## src/rtl/multicycle_ctrl.sv

```systemverilog
`default_nettype none
//------------------------------------------------------------------------------
// Module   : multicycle_ctrl
// Purpose  : Control FSM for a multicycle 16-bit processor datapath. It walks
//            FETCH -> DECODE -> {EXEC/WB, ADDR/MEMRD/MEMWR/WB, BRANCH, JUMP,
//            HALT} and drives the datapath strobes and selects for each state.
// Ports    : CLK, RST_n (async, active-low)
//            Opcode[3:0]  IR[15:12], sampled only in DECODE
//            MemReady     memory access completes this cycle
//            PCWrite, isBranch, PCSrc[1:0], PCInc, IRWrite     PC / IR control
//            MemRead, MemWrite, RegWrite, ALUSrcB, MemToReg    datapath strobes
//            Halted, Illegal (sticky), State[3:0] (debug)
// Revision : 1.0  initial release
//------------------------------------------------------------------------------
module multicycle_ctrl (
  input  logic       CLK,
  input  logic       RST_n,
  input  logic [3:0] Opcode,
  input  logic       MemReady,
  output logic       PCWrite,
  output logic       isBranch,
  output logic [1:0] PCSrc,
  output logic       PCInc,
  output logic       IRWrite,
  output logic       MemRead,
  output logic       MemWrite,
  output logic       RegWrite,
  output logic       ALUSrcB,
  output logic       MemToReg,
  output logic       Halted,
  output logic       Illegal,
  output logic [3:0] State
);

  typedef enum logic [3:0] {
    S_FETCH  = 4'd0,
    S_DECODE = 4'd1,
    S_EXEC   = 4'd2,
    S_WB     = 4'd3,
    S_ADDR   = 4'd4,
    S_MEMRD  = 4'd5,
    S_MEMWR  = 4'd6,
    S_BRANCH = 4'd7,
    S_JUMP   = 4'd8,
    S_HALT   = 4'd9
  } state_t;

  localparam logic [3:0] OP_ALU  = 4'h0;
  localparam logic [3:0] OP_ADDI = 4'h1;
  localparam logic [3:0] OP_LW   = 4'h2;
  localparam logic [3:0] OP_SW   = 4'h3;
  localparam logic [3:0] OP_BEQ  = 4'h4;
  localparam logic [3:0] OP_JZ   = 4'h5;
  localparam logic [3:0] OP_J    = 4'h6;
  localparam logic [3:0] OP_JR   = 4'h7;
  localparam logic [3:0] OP_HALT = 4'hF;

  state_t     state_q, state_d;
  logic [3:0] opcode_q, opcode_d;
  logic       illegal_q, illegal_d;

  // Next-state logic. The opcode is captured in DECODE so later states are
  // immune to IR changes on the Opcode input.
  always_comb begin
    state_d   = state_q;
    opcode_d  = opcode_q;
    illegal_d = illegal_q;
    case (state_q)
      S_FETCH:  if (MemReady) state_d = S_DECODE;
      S_DECODE: begin
        opcode_d = Opcode;
        case (Opcode)
          OP_ALU, OP_ADDI:     state_d = S_EXEC;
          OP_LW, OP_SW:        state_d = S_ADDR;
          OP_BEQ:              state_d = S_BRANCH;
          OP_JZ, OP_J, OP_JR:  state_d = S_JUMP;
          OP_HALT:             state_d = S_HALT;
          default: begin
            illegal_d = 1'b1;
            state_d   = S_HALT;
          end
        endcase
      end
      S_EXEC:   state_d = S_WB;
      S_WB:     state_d = S_FETCH;
      // Only LW and SW reach ADDR, so anything but LW is a store.
      S_ADDR:   state_d = (opcode_q == OP_LW) ? S_MEMRD : S_MEMWR;
      S_MEMRD:  if (MemReady) state_d = S_WB;
      S_MEMWR:  if (MemReady) state_d = S_FETCH;
      S_BRANCH: state_d = S_FETCH;
      S_JUMP:   state_d = S_FETCH;
      S_HALT:   state_d = S_HALT;
      default:  state_d = S_FETCH;
    endcase
  end

  always_ff @(posedge CLK or negedge RST_n) begin
    if (!RST_n) begin
      state_q   <= S_FETCH;
      opcode_q  <= 4'h0;
      illegal_q <= 1'b0;
    end else begin
      state_q   <= state_d;
      opcode_q  <= opcode_d;
      illegal_q <= illegal_d;
    end
  end

  // Output decode from the registered state. RST_n gates the strobes
  // combinationally so that FETCH's MemRead is suppressed while reset is
  // held, yet appears immediately on release before the first clock edge.
  always_comb begin
    PCWrite  = 1'b0;
    isBranch = 1'b0;
    PCSrc    = 2'd0;
    PCInc    = 1'b0;
    IRWrite  = 1'b0;
    MemRead  = 1'b0;
    MemWrite = 1'b0;
    RegWrite = 1'b0;
    ALUSrcB  = 1'b0;
    MemToReg = 1'b0;
    Halted   = 1'b0;
    if (RST_n) begin
      case (state_q)
        S_FETCH: begin
          MemRead = 1'b1;
          IRWrite = MemReady;
          PCInc   = MemReady;
        end
        S_EXEC:   ALUSrcB  = (opcode_q == OP_ADDI);
        S_WB: begin
          RegWrite = 1'b1;
          MemToReg = (opcode_q == OP_LW);
        end
        S_ADDR:   ALUSrcB  = 1'b1;
        S_MEMRD:  MemRead  = 1'b1;
        S_MEMWR:  MemWrite = 1'b1;
        S_BRANCH: isBranch = 1'b1;
        S_JUMP: begin
          PCWrite = 1'b1;
          case (opcode_q)
            OP_JZ:   PCSrc = 2'd1;
            OP_J:    PCSrc = 2'd2;
            OP_JR:   PCSrc = 2'd3;
            default: PCSrc = 2'd0;
          endcase
        end
        S_HALT:   Halted = 1'b1;
        default:  ;
      endcase
    end
  end

  assign Illegal = illegal_q;
  assign State   = state_q;

endmodule
`default_nettype wire
```

## config.mk

```make
export PLATFORM = sky130hd
export DESIGN_NAME = multicycle_ctrl
export DESIGN_NICKNAME = d
export VERILOG_FILES = /design/src/rtl/multicycle_ctrl.sv
export SDC_FILE = /design/constraint.sdc
export NUM_CORES = 1
export LEC_CHECK = 0
export ABC_AREA = 1
export BUFFER_PORTS_ARGS = -buffer_cell sky130_fd_sc_hd__buf_2
export CORE_MARGIN = 2
export CORE_UTILIZATION = 35
export CTS_BUF_LIST = sky130_fd_sc_hd__clkbuf_4 sky130_fd_sc_hd__clkbuf_8
export DETAILED_ROUTE_END_ITERATION = 7
export SLEW_MARGIN = 20
export SYNTH_ARGS = -nofsm -noshare
export SYNTH_HDL_FRONTEND = slang
export SYNTH_SLANG_ARGS = --single-unit
```

## constraint.sdc

```tcl
create_clock -name CLK -period 3.2 [get_ports CLK]
set_input_delay 0.48 -clock CLK [delete_from_list [all_inputs] [get_ports CLK]]
set_output_delay 0.48 -clock CLK [all_outputs]
set_load 0.02 [all_outputs]
```

Word level (Yosys, flattened, before mapping)
Index checks and enable logic that the tools add are counted.
Widths: inputs -> output; s select.
- register bits after elaboration: 9
- bits of input ports: 7
- word-level logic and storage cells: 65
- equal/unequal tests: 25
- muxes and demuxes: 27
- bitwise gates (word level): 1
- reduce and logical (&&, ||, !) cells: 9
- operators by type and width (operator ; count):
    $eq 4x3->1 const B ; 11
    $pmux 4 s7 ; 1
    $eq 4x2->1 const B ; 5
    $mux 1 ; 17
    $pmux 4 s4 ; 1
    $eq 4x1->1 const B ; 3
    $eq 4x4->1 const B ; 3
    $mux 4 ; 3
    $reduce_or 9->1 ; 1
    $logic_not 4->1 ; 2
    $mux 2 ; 3
    $ne 2x2->1 const B ; 3
    $pmux 2 s3 ; 1
    $reduce_or 2->1 ; 3
    $reduce_and 3->1 ; 1
    $reduce_or 3->1 ; 1
    $pmux 1 s2 ; 1
    $reduce_and 2->1 ; 1
    $not 1->1 ; 1

Depth between registers and ports, before layout
Gate-level depths: netlist (run 1).
- depth in word-level cells: 4
- mapped depth: 8

Worst setup path after synthesis (run 1)
Ideal clock, no wire load.
- kind: register to output
- start: register state_q[2], in the netlist State[2]
- end: output PCInc
- arrival: 1.581 ns
- required time: 2.720 ns
- setup slack: 1.139 ns
- cell stages (with the launch flop): 5
- path buffers: 1
- cell sequence: dfrtp_1 nor2_2 nand3_1 nor3_1 buf_4
- cells in the longest elaborated chain, start to end: 3
- RTL lines (item ; line ; RTL):
    start: declaration ; 58 ; state_t state_q, state_d;
    start signal: assignment ; 103 ; state_q <= state_d;
    $logic_not 4->1 ; - ;
    $mux 1 (2 in series) ; - ;
    end: declaration ; 23 ; output logic PCInc,
Every way passes these cells.

Final worst setup path (run 1)
- start: register state_q[2], in the netlist State[2]
- end: output PCSrc[0]
- cells in the longest elaborated chain, start to end: 3
- RTL lines (item ; line ; RTL):
    $eq 4x4->1 ; 125 ; case (state_q)
    $mux 2 ; 125 ;
    $mux 2 ; 124 ; if (RST_n) begin
    end: declaration ; 22 ; output logic [1:0] PCSrc,
Every way passes these cells.

==> results of run 1 <==
metal layers:
metal	routed length (um)	global-route usage	up-vias
met1	736	0.217	290
li1	-	-	372
met5	0	0	-
met4	44	0.114	0
met2	621	0.238	19
met3	77	0.0226	5
placed cells by master (no fill, tap or decap), types with 2 or more instances in the layout:
cell type  netlist  routed
dfrtp_1          9       9
nand3_1          7       7
inv_2            5       5
nand2_1         30      30
clkbuf_4         0       4
inv_1            8       8
nor2_1          18      18
nor2_2           2       2
nor3_1           4       4
a21oi_1          2       2
buf_2            0      23
nand2_2          3       3
o21ai_1          2       2
area by class of cell:
cell class	count	area, um^2	share of cell area
Sequential cell	9	225	0.270
Timing Repair Buffer	23	115	0.138
Clock buffer	4	30.0	0.0360
Inverter	14	55.1	0.0661
Tap cell	25	31.3	0.0375
Multi-Input combinational cell	77	377	0.452
through the flow:
step | instances | hold slack [ns] | power, uW
global route | 152 | 0.0856 | 827
detailed placement | 148 | 0.377 | 650
global placement | 148 | 0.373 | 649
finish | 152 | 0.0795 | 742
CTS | 152 | 0.0910 | 749
floorplan | 101 | 0.184 | 547
sequential cells by signal, summed over array words and instances (netlist names):
register,cells
Illegal,1
State,4
opcode_q,4
path summary, 6_finish.rpt:
path	from	to	slack (ns)	cells after the start
max reg2reg	State[2]	State[3]	1.98	7
max in group asynchronous	RST_n	State[0]	2.90	1
min	RST_n	opcode_q[0]	0.08	1
min reg2reg	Illegal	Illegal	0.47	1
max	State[2]	PCSrc[0]	1.28	8
min in group CLK	Opcode[0]	opcode_q[0]	0.44	3
cell families after synthesis:
logic type,count (synthesis),synth area share
flip-flops,9,0.339
AND/OR/NAND/NOR,68,0.475
AO/OA/AOI/OAI,9,0.0923
buffers and inverters,15,0.0942
report_power, final:
part | internal, uW | total [uW] | switching [uW]
logic | 142 | 432 | 290
clock network | 56.7 | 99.5 | 42.8
registers | 162 | 210 | 48.6
==> results.cfg, run 1 <==
[status]
outcome = finished, final reports clean

[timing]
tns_ns = 0
setup_ws_ns = 1.28
timing.final.crit_share = 0.600
rsz0062_at_grt = false
final_max_slew_viol_count = 0
final_hold_viol_count = 0
fmax_ghz = 0.521
setup_viol = 0
worst_pin_slew_ns = 0.280
layout_min_cycle_time_ns = 1.92
relSlewSlack = 0.813
fin_skew_ns = 0.000763

[setup_path]
cp_common_cell = nand2_1
critPathLaunchType = flip-flop
cp.arrival_ns = 1.44
cp_top_family = flip-flops
path_cells = inv_2, nand2_1, nor2_1, nand2_1, inv_2, nand2_1, nor2_1, buf_2
crit_slowest_cell = dfrtp_1
cp_num_buf_inv = 3
cp-end-kind = output pin
crit_type = reg -> out
critPathRequiredTime_ns = 2.72
max_stage_delay_ns = 0.43
crit_path_max_fanout = 5

[power]
max-vdd-ir-drop_v = 0.000338
power.leakage_uw = 0.000470
power_density_mw_per_mm2 = 891

[clock_network]
cts_resized = 0
root_buffer = clkbuf_4
numCtsBuffers = 3
clkTransAtPathRegs_ns = 0.06
cts_max_level = 1
clock_sinks = 9
cts_setup_buffers = 0
cts_hold_buf = 0
clk_latency_ns = 0.27
cts.path.max_buffers = 2
tritoncts = yes

[run]
drv_cap = 0

[logic_synthesis]
avgSynthCellArea_um2 = 6.58
ys_seq_elements = 9
synth_edf_count = 0
synth-main-ff-cell = dfrtp_1
synthCells = 101
yosys-top-cells-count = nand2_1 (30), nor2_1 (18), dfrtp_1 (9)
yosys.cell_types.count = 22
synthMostInstantiatedCell = nand2_1
async_flop_share = 1.00
seq_area_frac_synth = 0.339
yosysWarnings = 0
synth_area_leaders = dfrtp_1 (34%), nand2_1 (17%), nor2_1 (10%), nand3_1 (5.3%), inv_1 (4.5%)
synth_top_cell_by_area = dfrtp_1
syn_area_um2 = 664
yosysTopAreaCellShare = 0.339
synth_nets = 108

[die]
die_area_mm2 = 0.00226
num_rows = 15
boundaryPins = 24
start_util = 0.377
core_area_mm2 = 0.00176
dieHeight_um = 47.6
die_w_um = 47.6

[placement]
place_congestion = 0.842
port_buffers = 23
place_ws_ns = 1.40
placed_cell_area_um2 = 803
hpwl_um = 1220

[finish]
fin_util = 0.472
fin_nets = 135
area_growth_pct = 25.4
fillCellCount = 214
design_area_um2 = 833
antenna_cells = 0
drive_gt1_frac = 0.339

[routing]
vias = 686
wire_per_inst_um = 9.74
firstDrtPassIters = 3
drt_iter0_markers = 4
drc = 0
wl_um = 1480
antenna_left = 0
viasPerCell = 4.51

[global_routing]
grt_pass1_vias = 597
track_usage = 0.162
grt_start_max_net_pins = 14
gr-total-overflow = 0
antenna_found_initial = 0
grt_pass1_wl_um = 2490

[worst_hold_path]
hold_class = in -> async
Power figures use the tool's default switching activity.
==> run 2: changes to the inputs <==
==> constraint.sdc (replaced) <==
create_clock -name CLK -period 2 [get_ports CLK]
set_input_delay 0.3 -clock CLK [delete_from_list [all_inputs] [get_ports CLK]]
set_output_delay 0.3 -clock CLK [all_outputs]
set_load 0.02 [all_outputs]
==> results.cfg, run 2 (synthesized netlist as in run 1, its figures left out) <==
[die]
boundaryPins = 24
dieHeight_um = 47.6
die_area_mm2 = 0.00226
num_rows = 15
start_util = 0.377
die_w_um = 47.6
core_area_mm2 = 0.00176

[setup_path]
max_stage_delay_ns = 0.43
critPathRequiredTime_ns = 1.70
cp-end-kind = output pin
cp_top_family = flip-flops
crit_type = reg -> out
path_cells = inv_2, nand2_1, nor2_1, nand2_1, inv_2, nand2_1, nor2_1, buf_2
crit_path_max_fanout = 5
cp_common_cell = nand2_1
critPathLaunchType = flip-flop
cp_num_buf_inv = 3
cp.arrival_ns = 1.40
crit_slowest_cell = dfrtp_1

[clock_network]
cts_setup_buffers = 0
cts_hold_buf = 0
tritoncts = yes
numCtsBuffers = 3
root_buffer = clkbuf_4
cts.path.max_buffers = 2
cts_resized = 0
clock_sinks = 9
clkTransAtPathRegs_ns = 0.06
cts_max_level = 1
clk_latency_ns = 0.26

[global_routing]
track_usage = 0.156
grt_pass1_wl_um = 2460
grt-busiest-layer = met2
gr-total-overflow = 0
grt_pass1_vias = 569
use_met1 = 0.223
grt_start_max_net_pins = 11
antenna_found_initial = 0
groute.layer.met2.usage = 0.243
grt_use_met3 = 0.0226

[timing]
setup_viol = 0
final_hold_viol_count = 0
rsz0062_at_grt = false
relSlewSlack = 0.855
fmax_ghz = 0.587
fin_skew_ns = 0.00304
layout_min_cycle_time_ns = 1.70
tns_ns = 0
final_max_slew_viol_count = 0
worst_pin_slew_ns = 0.217
timing.final.crit_share = 0.851

[finish]
drive_gt1_frac = 0.344
fillCellCount = 211
fin_nets = 136
final_common_cell = nand2_1
antenna_cells = 0
area_growth_pct = 26.6
final_cell_mix = nand2_1 (30), buf_2 (23), nor2_1 (18), dfrtp_1 (9), inv_1 (8)
fin_util = 0.477

[routing]
viasPerCell = 4.63
drc = 0
wl_um = 1520
firstDrtPassIters = 4
vias = 708
antenna_left = 0
drt_iter0_markers = 13
wire_per_inst_um = 9.92

[status]
outcome = finished, final reports clean

[worst_hold_path]
hold_class = in -> async

[placement]
place_congestion = 0.882
hpwl_um = 1320
port_buffers = 23

[power]
max-vdd-ir-drop_v = 0.000521
power.leakage_uw = 0.000475
power_density_mw_per_mm2 = 1410

[run]
drv_cap = 0
[run 2: metal layers]
layer | up-vias | share of wire
met3 | 2 | 0.061
met1 | 310 | 0.49
met5 | - | 0
li1 | 373 | -
met4 | 0 | 0.0072
met2 | 23 | 0.45
[run 2: final timing paths]
| path | startpoint | to | slack (ns) | depth (start not counted) |
|---|---|---|---|---|
| max | State[2] | PCSrc[0] | 0.30 | 8 |
| min | RST_n | State[3] | 0.01 | 2 |
| max reg2reg | State[2] | State[3] | 0.81 | 7 |
| min reg2reg | Illegal | Illegal | 0.47 | 1 |
| max in group asynchronous | RST_n | opcode_q[3] | 1.85 | 2 |
| min in group CLK | Opcode[0] | opcode_q[0] | 0.27 | 3 |
[run 2: final cells by class]
type | instances | area [um^2] | area share
inverter | 14 | 55.1 | 0.0655
multi-input combinational | 77 | 377 | 0.448
clock buffer | 4 | 30.0 | 0.0357
sequential | 9 | 225 | 0.268
tap | 25 | 31.3 | 0.0372
timing repair buffer | 24 | 123 | 0.146
[run 2: stage by stage]
step | cells | total power, uW | worst slack [ns] | cell area (um^2) | hold WS, ns
2_1_floorplan | 101 | 875 | 0.119 | 664 | 0.00441
3_3_place_gp | 149 | 1030 | 0.575 | 811 | 0.284
3_5_place_dp | 149 | 1040 | 0.568 | 811 | 0.293
4_1_cts | 153 | 1190 | 0.281 | 841 | 0.0212
5_1_grt | 153 | 1310 | 0.131 | 841 | 0.0205
6_report | 153 | 1180 | 0.298 | 841 | 0.0114
[run 2: power by group]
part	internal [uW]	total (uW)	leakage [uW]	switching (uW)
Clock	90.5	154	0.0000184	63.4
Sequential	258	335	0.000110	76.5
Combinational	229	696	0.000347	467
Total	578	1180	0.000475	606
==> run 3: changes to the inputs <==
--- a/config.mk
+++ b/config.mk
@@ -5,7 +5,7 @@
 export SDC_FILE = /design/constraint.sdc
 export NUM_CORES = 1
 export LEC_CHECK = 0
-export ABC_AREA = 1
+export ABC_AREA = 0
 export BUFFER_PORTS_ARGS = -buffer_cell sky130_fd_sc_hd__buf_2
 export CORE_MARGIN = 2
 export CORE_UTILIZATION = 35
==> results.cfg, run 3 <==
[status]
outcome = finished, final reports clean

[clock_network]
cts.path.max_buffers = 2
cts_setup_buffers = 0
clock_sinks = 9
root_buffer = clkbuf_4
cts_max_level = 1
numCtsBuffers = 3
clkTransAtPathRegs_ns = 0.07
clk_latency_ns = 0.26
tritoncts = yes

[timing]
fin_skew_ns = 0.00696
final_max_slew_viol_count = 0
setup_ws_ns = 0.124
setup_viol = 0
layout_min_cycle_time_ns = 1.88
tns_ns = 0
worst_pin_slew_ns = 0.465
relSlewSlack = 0.689
timing.final.crit_share = 0.938
fmax_ghz = 0.533
final_hold_viol_count = 0
rsz0062_at_grt = false

[die]
die_w_um = 47.0
num_rows = 15
start_util = 0.375
dieHeight_um = 47.0
core_area_mm2 = 0.00173
die_area_mm2 = 0.00221
boundaryPins = 24

[routing]
wire_per_inst_um = 12.1
antenna_left = 0
vias = 628
drc = 0
drt_iter0_markers = 27
firstDrtPassIters = 4
viasPerCell = 5.19
wl_um = 1460

[setup_path]
rr_startpoint = State[0]
crit_path_max_fanout = 11
critPathRequiredTime_ns = 1.70
rr_endpoint = opcode_q[1]
cp-startpoint = State[2]
cp.arrival_ns = 1.58
critPathLaunchType = flip-flop
cp-end-kind = output pin
reg2regPathDepth = 2
crit_type = reg -> out
rrSetupSlack_ns = 0.47

[power]
power_density_mw_per_mm2 = 1300
max-vdd-ir-drop_v = 0.000769
power.leakage_uw = 0.000397

[logic_synthesis]
avgSynthCellArea_um2 = 9.37
synth_nets = 76
yosys-top-cells-count = dfrtp_1 (9), nor2_1 (8), mux2_2 (4), o21ai_0 (4)
yosysWarnings = 0
yosysTopAreaCellShare = 0.348
synth-main-ff-cell = dfrtp_1
synth_edf_count = 0
yosys.cell_types.count = 34
synth_area_leaders = dfrtp_1 (35%), mux2_2 (7.0%), nor2_1 (4.6%), nor4b_4 (3.7%), and4b_1 (3.1%)
ys_seq_elements = 9
synthMostInstantiatedCell = dfrtp_1
seq_area_frac_synth = 0.348
syn_area_um2 = 647
async_flop_share = 1.00
synthCells = 69
synth_top_cell_by_area = dfrtp_1

[finish]
antenna_cells = 0
design_area_um2 = 836
final_cell_mix = buf_2 (23), dfrtp_1 (9), nor2_1 (8)
final_cells = 121
fin_util = 0.484
final_common_cell = buf_2
fin_nets = 104
area_growth_pct = 29.2
drive_gt1_frac = 0.406

[global_routing]
track_usage = 0.147
grt_pass1_vias = 530
antenna_found_initial = 0
grt_start_max_net_pins = 14
gr-total-overflow = 0
grt_pass1_wl_um = 2380

[worst_hold_path]
hold_path_startpoint = Opcode[0]
holdPathEnd = opcode_q[0]
hold_class = in -> reg
worstHoldPathCells = 2

[placement]
dp.cells = 116
hpwl_um = 1100
placed_cell_area_um2 = 791
port_buffers = 23
place_congestion = 0.765
place_ws_ns = 0.333

[run]
drv_cap = 0
## run 3: changes by cell type in the layout (fill, tap and decap cells not counted), moves of 3 or more
cell,delta
o21ai_0,+3
nor2_1,-10
inv_1,-5
mux2_2,+4
nand3_1,-6
buf_4,+3
nand2_2,-3
nor2b_1,+3
nand2b_1,+3
nand2_1,-29
inv_2,-5
## run 3: metrics by stage
step | hold slack [ns] | total power (uW)
6_report | 0.330 | 1090
5_1_grt | 0.337 | 1180
2_1_floorplan | 0.00441 | 785
3_3_place_gp | 0.270 | 938
4_1_cts | 0.325 | 1090
3_5_place_dp | 0.260 | 935
## run 3: power breakdown
part / switching [uW] / total, uW / internal, uW
Sequential: 134 / 391 / 257
Combinational: 277 / 545 / 268
Clock: 63.7 / 154 / 90.3
## run 3: logic make-up after synthesis
| group | synth area share |
|---|---|
| simple gates | 0.338 |
| compound gates | 0.147 |
| flops | 0.348 |
| buf+inv | 0.0677 |
| mux | 0.0696 |
| xor+xnor | 0.0135 |
| fa+ha+maj | 0.0155 |
## run 3: per-layer routing
layer  track usage  wire length [um]  up-vias
met5             0                 0        -
met4        0.0167                 0        0
met3        0.0346                92        0
met2         0.219               676       19
met1         0.222               692      299
li1              -                 -      310
## run 3: worst max path at each step
stage / cells after the start / endpoint / slack (ns)
global placement: 4 / PCSrc[1] / 0.38
detailed placement: 4 / PCSrc[1] / 0.33
finish: 4 / PCSrc[0] / 0.12
CTS: 4 / PCSrc[1] / 0.04
global route: 4 / PCSrc[1] / 0.009
floorplan: 3 / PCSrc[0] / 0.001
## run 3: worst max-delay path, stage by stage, from the launching register on
cell      delay [ns]
dfrtp_1         0.51
nand3b_1        0.26
nor3_2          0.19
and4b_1         0.21
buf_2           0.16
## run 3: final cells by class
cell class,count,area (um^2)
Multi-Input combinational cell,52,383
Clock buffer,4,30.0
Sequential cell,9,225
Tap cell,25,31.3
Timing Repair Buffer,28,155
Fill cell,179,891
Inverter,3,11.3
## run 3: repair_timing
action | in CTS | in global routing
gates resized for setup | 0 | 1
hold endpoints to repair | 9 | 0
endpoints found under the setup margin | 0 | 2
hold buffers | 1 | 0
